`src/rtl/detect_window_counter.sv`:
```
// rtl/detect_window_counter.sv - turns a detector match level into events, counts them per window, flags alarm/overflow
module detect_window_counter #(
    parameter int CNT_W   = 8,
    parameter int WIN_LEN = 16,
    parameter int THRESH  = 3
) (
    input  logic             clk,
    input  logic             reset,
    input  logic             det_in,
    input  logic             enable,
    input  logic             clear,
    output logic [CNT_W-1:0] count,
    output logic [CNT_W-1:0] last_count,
    output logic             window_done,
    output logic             alarm,
    output logic             overflow
);

    localparam int TW = (WIN_LEN > 2) ? $clog2(WIN_LEN) : 1;
    localparam logic [CNT_W-1:0] C_MAX  = '1;
    localparam logic [TW-1:0]    C_LAST = TW'(WIN_LEN - 1);
    localparam logic [CNT_W-1:0] C_THR  = CNT_W'(THRESH);

    typedef enum logic {IDLE, RUN} state_t;

    state_t           r_state;
    logic [TW-1:0]    r_timer;
    logic             r_det_prev;
    logic [CNT_W-1:0] r_count;
    logic [CNT_W-1:0] r_last_count;
    logic             r_window_done;
    logic             r_alarm;
    logic             r_overflow;

    logic             w_event;
    logic             w_sat;
    logic             w_win_end;
    logic [CNT_W-1:0] w_total;

    // A held-high level only counts on its rising edge, and only while enabled.
    assign w_event   = det_in & ~r_det_prev & enable;
    assign w_sat     = w_event && (r_count == C_MAX);
    assign w_win_end = (r_timer == C_LAST);
    assign w_total   = w_sat ? C_MAX : (r_count + CNT_W'(w_event));

    // Pause/run FSM, window timer, event counter and sticky flags.
    always_ff @(posedge clk) begin
        if (reset) begin
            r_state       <= IDLE;
            r_timer       <= '0;
            r_det_prev    <= 1'b0;
            r_count       <= '0;
            r_last_count  <= '0;
            r_window_done <= 1'b0;
            r_alarm       <= 1'b0;
            r_overflow    <= 1'b0;
        end else begin
            // The edge detector keeps tracking through pauses and clears so a
            // level that stays high is never counted a second time.
            r_det_prev    <= det_in;
            r_window_done <= 1'b0;

            // The first enabled cycle already counts, so the state only records
            // whether we are mid-run; the window itself survives a pause.
            case (r_state)
                IDLE:    if (enable)  r_state <= RUN;
                RUN:     if (!enable) r_state <= IDLE;
                default: r_state <= IDLE;
            endcase

            if (clear) begin
                r_timer      <= '0;
                r_count      <= '0;
                r_last_count <= '0;
                r_alarm      <= 1'b0;
                r_overflow   <= 1'b0;
            end else if (enable) begin
                if (w_sat) begin
                    r_overflow <= 1'b1;
                end
                if (w_win_end) begin
                    r_last_count  <= w_total;
                    r_window_done <= 1'b1;
                    if (w_total >= C_THR) begin
                        r_alarm <= 1'b1;
                    end
                    r_count <= '0;
                    r_timer <= '0;
                end else begin
                    r_timer <= r_timer + 1'b1;
                    if (w_event && !w_sat) begin
                        r_count <= r_count + 1'b1;
                    end
                end
            end
        end
    end

    assign count       = r_count;
    assign last_count  = r_last_count;
    assign window_done = r_window_done;
    assign alarm       = r_alarm;
    assign overflow    = r_overflow;

endmodule

```
`config.mk`:
```
export PLATFORM = sky130hd
export DESIGN_NAME = detect_window_counter
export DESIGN_NICKNAME = d
export VERILOG_FILES = /design/src/rtl/detect_window_counter.sv
export SDC_FILE = /design/constraint.sdc
export NUM_CORES = 1
export LEC_CHECK = 0
export CORE_MARGIN = 4
export CORE_UTILIZATION = 45
export DETAILED_ROUTE_END_ITERATION = 8
export GPL_TIMING_DRIVEN = 1
export PLACE_DENSITY_LB_ADDON = 0.15
export SYNTH_ARGS = -nofsm -noshare
export SYNTH_HDL_FRONTEND = slang
export SYNTH_SLANG_ARGS = --single-unit
```
`constraint.sdc`:
```
create_clock -name clk -period 2.3 [get_ports clk]
set_input_delay 0.46 -clock clk [delete_from_list [all_inputs] [get_ports clk]]
set_output_delay 0.46 -clock clk [all_outputs]
set_load 0.01 [all_outputs]
```
==> impl_metrics.toml, run 1 <==
[synth]
synth_top_area_share = 0.397
async_flop_share = 0
synth_compound_area_frac = 0.147
yosysTopAreaCell = "dfxtp_1"
syn-cell-area_um2 = 1210
synthCells = 136
synthXorXnorAreaFrac = 0.101
yosysMostFrequentCell = "dfxtp_1"
ys_top_cells_by_count = "dfxtp_1 (24), nor2_1 (22), nand2_1 (10), nand3_1 (10)"
postSynthAreaPerCell_um2 = 8.90
synth_top_family_by_area = "simple AND/OR/NAND/NOR gates"
synth_cell_types = 34
synth_edf_count = 0
ys.flop_type = "dfxtp_1"
muxShareOfSynthArea = 0.0165
syn-num-nets = 146
yosysWarningCount = 0
ys_ff_latch = 24
synthSimpleGateAreaFrac = 0.224
synth_fa_ha_area_frac = 0.0517
synth.area.top_cells = "dfxtp_1 (40%), nor2_1 (6.8%), ha_1 (5.2%), xnor2_1 (5.1%), xor2_1 (5.1%)"
yosysSeqAreaShare = 0.397

[clock_network]
clock_path_buffers = 2
cts.clk_slew.worst_paths_ns = 0.13
numCtsBuffers = 3
clkLatencyLatePin_ns = 0.32
cts_tree = "yes"
cts_hold_buf = 0
cts_resized = 0
cts_root_buffer = "clkbuf_4"
cts_setup_buffers = 0
htree_levels = 1
clkSinkCount = 24

[drt]
first_pass_iters = 4
dr_wl_met2_mm = 1.22
wl_met1_mm = 1.14
viasPerCell = 5.48
ant_nets = 0
num_vias = 1046
first_iter_violations = 29
drc = 0
wl_per_cell_um = 13.4
top_layer_used = "met4"
routed_wl_mm = 2.56
routed-wl-met3_um = 162

[floorplan]
die_x_um = 59.9
pin_count = 24
core_area_um2 = 2520
die_h_um = 59.9
start_util = 0.480
die_area_um2 = 3580
row_count = 18

[sta]
tightest_slew_ns = 0.470
fin_crit_ns = 2.04
hold_violations = 0
tns_ns = 0
finalMaxSlewViolations = 0
slew_headroom = 0.686
fmax_mhz = 490
min_period_over_period = 0.887
setup_ws_ns = 0.260
fin_worst_skew_ns = 0.00775
finalSetupViolCount = 0
rsz0062_at_grt = "false"

[worst_setup_path]
critical_path_buf_inv_count = 1
critPathCaptureType = "primary output"
startpoint_type = "register"
worstSetupPathType = "register to primary output"
worstPathRequired_ns = 1.84
reg2reg_slack_ns = 0.45
regToRegStartpoint = "count[3]$_SDFFE_PP0P_"
reg2reg_to = "alarm$_SDFFE_PP0P_"
cp.arrival_ns = 1.58
path_cells = "clkdlybuf4s50_1"
crit_family = "flip-flops"
slowest_stage = "dfxtp_1"
r2r_cells = 5
crit_path_max_fanout = 12
slowest_delay_ns = 0.63

[grt]
grt_pass1_vias = 978
grt_antenna_before_repair = 0
grt_pass1_wl_mm = 4.26
grt_start_max_net_pins = 15
overflow = 0
grt_usage = 0.157

[hold_path]
min-delay-start = "overflow$_SDFFE_PP0P_"
hold_path_end = "overflow$_SDFFE_PP0P_"
holdPathStages = 2
min_path_type = "register to register"

[place]
place_ws_ns = -0.0497
place_hpwl_mm = 1.89
gp_congestion = 0.821
portBuffers = 23
placed_area_um2 = 1470

[flow_run]
drv_cap = 0

[pwr]
cellLeakagePower_nw = 0.572
ir_worst_vdd_mv = 0.447
power_uw = 763
power.density_nw_per_um2 = 502

[layout]
insertedDiodeCount = 0
fillers = 238
post-route-util = 0.602
fin_area_um2 = 1520
fin_nets = 172
drive_gt1_frac = 0.112
area_delta_synth_final_pct = 25.5

[outcome]
status = "finished clean"
[cell usage in the layout (no fill, tap or decap)]
cell,synthesis,layout
dfxtp_1,24,24
clkdlybuf4s50_1,0,23
nor2_1,22,22
nand3_1,10,10
nand2_1,10,10
xnor2_1,7,7
a21oi_1,7,7
xor2_1,7,7
buf_4,1,7
o21ai_0,6,6
ha_1,5,5
inv_1,3,3
clkbuf_4,0,3
nand3b_1,2,2
nor3_1,2,2
a31oi_1,2,2
nand4_1,2,2
mux2i_1,2,2
o221a_2,2,2
or2_2,1,1
and4_1,1,1
a41oi_2,1,1
a311oi_1,1,1
nor2b_1,1,1
a311oi_4,1,1
nand4_2,1,1
o21a_1,1,1
or4_1,1,1
o221a_1,1,1
o31ai_1,1,1
or3_1,1,1
nand3_2,1,1
and3_1,1,1
bufinv_16,0,1
[report_power, final]
group | switching, mW | internal, mW | leakage [nW]
clock network | 0.128 | 0.176 | 0.0279
logic | 0.0185 | 0.0193 | 0.350
registers | 0.00230 | 0.418 | 0.194
[state kept, by name (all words and copies together), names as in the netlist]
register	flops
alarm	1
count	8
last_count	8
overflow	1
r_det_prev	1
r_timer	4
window_done	1
[worst reg2reg max path: cells and delay by family (launching register included)]
kind            cells  cell delay (ns)
flops               1             0.59
mux                 1             0.25
simple gates        3             0.69
compound gates      1             0.23
[final cells by class]
type | instances | area (um^2) | share of cell area
clock buffers | 3 | 22.5 | 0.0148
clock inverters | 1 | 30.0 | 0.0198
inverters | 3 | 11.3 | 0.00741
multi-input cells | 100 | 654 | 0.431
flip-flops and latches | 24 | 480 | 0.316
well taps | 30 | 37.5 | 0.0247
repair buffers | 30 | 283 | 0.186
[stage by stage]
step	instances	hold WS, ns
3_5_place_dp	187	0.466
6_report	191	0.500
4_1_cts	191	0.501
5_1_grt	191	0.534
2_1_floorplan	136	0.487
3_3_place_gp	187	0.457
[worst max-delay path by stage]
| stage | slack (ns) | from | endpoint | cells past startpoint |
|---|---|---|---|---|
| 2_1_floorplan | 0.13 | enable | alarm$_SDFFE_PP0P_ | 9 |
| 3_5_place_dp | -0.05 | enable | alarm$_SDFFE_PP0P_ | 9 |
| 6_report | 0.26 | count[2]$_SDFFE_PP0P_ | count[2] | 1 |
| 3_3_place_gp | 0.003 | enable | alarm$_SDFFE_PP0P_ | 9 |
| 5_1_grt | 0.19 | enable | alarm$_SDFFE_PP0P_ | 10 |
| 4_1_cts | 0.25 | count[2]$_SDFFE_PP0P_ | count[2] | 1 |
[layer usage]
| layer | track usage | vias up |
|---|---|---|
| met4 | 0.0475 | 0 |
| li1 | - | 524 |
| met1 | 0.195 | 490 |
| met3 | 0.0518 | 4 |
| met5 | 0 | - |
| met2 | 0.256 | 28 |
[logic make-up (layout without fill, tap and decap cells)]
kind of cell | count (synthesis) | count (layout)
fa+ha+maj | 5 | 5
xor+xnor | 14 | 14
flops | 24 | 24
mux | 2 | 2
buf+inv | 12 | 37
simple gates | 56 | 56
compound gates | 23 | 23
(Power assumes the default switching activity.)
==> run 2, diff against run 1 <==
--- a/config.mk
+++ b/config.mk
@@ -10,6 +10,7 @@
 export DETAILED_ROUTE_END_ITERATION = 8
 export GPL_TIMING_DRIVEN = 1
 export PLACE_DENSITY_LB_ADDON = 0.15
+export SLEW_MARGIN = 20
 export SYNTH_ARGS = -nofsm -noshare
 export SYNTH_HDL_FRONTEND = slang
 export SYNTH_SLANG_ARGS = --single-unit
==> results of run 2 <==
Same layout as run 1: the final DEF is identical, and so are final timing and power.
==> run 3, diff against run 2 <==
==> constraint.sdc (replaced) <==
create_clock -name clk -period 2.2 [get_ports clk]
set_input_delay 0.44 -clock clk [delete_from_list [all_inputs] [get_ports clk]]
set_output_delay 0.44 -clock clk [all_outputs]
set_load 0.01 [all_outputs]
==> impl_metrics.toml, run 3 (synthesis results as in run 1) <==
[pwr]
swShare = 0.191
combPwrFrac = 0.049
power_uw = 794
intPower_uw = 642
cellLeakagePower_nw = 0.587
switching_power_uw = 152
power.density_nw_per_um2 = 515
seqPwrFrac = 0.554
clockPowerShare = 0.396
ir_worst_vdd_mv = 0.411

[drt]
wl_per_cell_um = 13.3
num_vias = 1031
first_iter_violations = 27
viasPerCell = 5.31
ant_nets = 0
drc = 0
first_pass_iters = 4
routed_wl_mm = 2.57

[clock_network]
clkLatencyLatePin_ns = 0.31
clock_path_buffers = 2
clkSinkCount = 24
cts_tree = "yes"
cts_hold_buf = 0
numCtsBuffers = 3
cts_root_buffer = "clkbuf_4"
htree_levels = 1
cts_resized = 0
cts.clk_slew.worst_paths_ns = 0.13
cts_setup_buffers = 0

[layout]
drive_gt1_frac = 0.128
post-route-util = 0.611
fin_area_um2 = 1540
final_common_cell = "dfxtp_1"
insertedDiodeCount = 0
final_cell_mix = "dfxtp_1 (24), clkdlybuf4s50_1 (23), nor2_1 (22)"
area_delta_synth_final_pct = 27.4
final_cells = 194
fin_nets = 175
fillers = 232

[sta]
tightest_slew_ns = 0.488
tns_ns = 0
hold_violations = 0
fin_worst_skew_ns = 0.00728
fin_hold_ws_ns = 0.503
setup_ws_ns = 0.175
finalMaxSlewViolations = 0
fmax_mhz = 494
rsz0062_at_grt = "false"
finalSetupViolCount = 0
min_period_over_period = 0.921
slew_headroom = 0.674
fin_crit_ns = 2.03

[flow_run]
drv_cap = 0

[worst_setup_path]
path_cells = "clkdlybuf4s50_1"
regToRegStartpoint = "count[4]$_SDFFE_PP0P_"
crit_start = "count[2]$_SDFFE_PP0P_"
crit_path_max_fanout = 12
worstSetupPathType = "register to primary output"
startpoint_type = "register"
critical_path_buf_inv_count = 1
crit_family = "flip-flops"
slowest_delay_ns = 0.65
worstPathRequired_ns = 1.76
slowest_stage = "dfxtp_1"
cp.arrival_ns = 1.59
critPathCaptureType = "primary output"

[place]
portBuffers = 23
gp_congestion = 0.825
numPlacedInstances = 190
placed_area_um2 = 1490
place_hpwl_mm = 1.91
place_ws_ns = -0.120

[grt]
grt_antenna_before_repair = 0
grt_use_met1 = 0.197
met2_usage = 0.275
use_met3 = 0.0238
grt_start_max_net_pins = 15
overflow = 0
grt_usage = 0.161
grt_pass1_wl_mm = 4.31
grt_pass1_vias = 963
grt-busiest-layer = "met2"

[floorplan]
die_area_um2 = 3580
core_area_um2 = 2520
die_h_um = 59.9
die_x_um = 59.9
row_count = 18
start_util = 0.480
pin_count = 24

[outcome]
status = "finished clean"

[hold_path]
min-delay-start = "overflow$_SDFFE_PP0P_"
min_path_type = "register to register"
-- run 3: cell count changes in the layout (fill, tap and decap cells not counted) --
cell / previous run / this run
buf_4: 7 / 10
-- run 3: layout make-up --
| type | count | area (um^2) | share of cell area |
|---|---|---|---|
| well taps | 30 | 37.5 | 0.0244 |
| repair buffers | 33 | 305 | 0.198 |
| inverters | 3 | 11.3 | 0.00731 |
| multi-input cells | 100 | 654 | 0.425 |
| flip-flops and latches | 24 | 480 | 0.312 |
| clock inverters | 1 | 30.0 | 0.0195 |
| clock buffers | 3 | 22.5 | 0.0146 |
-- run 3: power by group through the flow --
stage	sequential (mW)	combinational, mW	clock, mW
2_1_floorplan	0.449	0.0207	0
3_3_place_gp	0.449	0.0389	0
3_5_place_dp	0.450	0.0389	0
4_1_cts	0.440	0.0394	0.330
5_1_grt	0.441	0.0429	0.349
6_report	0.440	0.0392	0.315
-- run 3: final timing paths --
path,end,slack [ns],cells after the start
max,count[2],0.17,1
min,overflow$_SDFFE_PP0P_,0.50,2
max reg2reg,alarm$_SDFFE_PP0P_,0.31,5
min reg2reg,overflow$_SDFFE_PP0P_,0.50,2
-- run 3: layer usage --
metal	wire, um	vias to the layer above	part of all wire
met5	0	-	0
li1	-	529	-
met3	96	2	0.037
met1	1190	483	0.46
met2	1260	17	0.49
met4	19	0	0.0074
-- run 3: tightest hold or removal path, delay by kind of cell, from the launching register on --
| family | cells | cell delay (ns) |
|---|---|---|
| flip-flops | 1 | 0.34 |
| AND/OR/NAND/NOR | 2 | 0.13 |
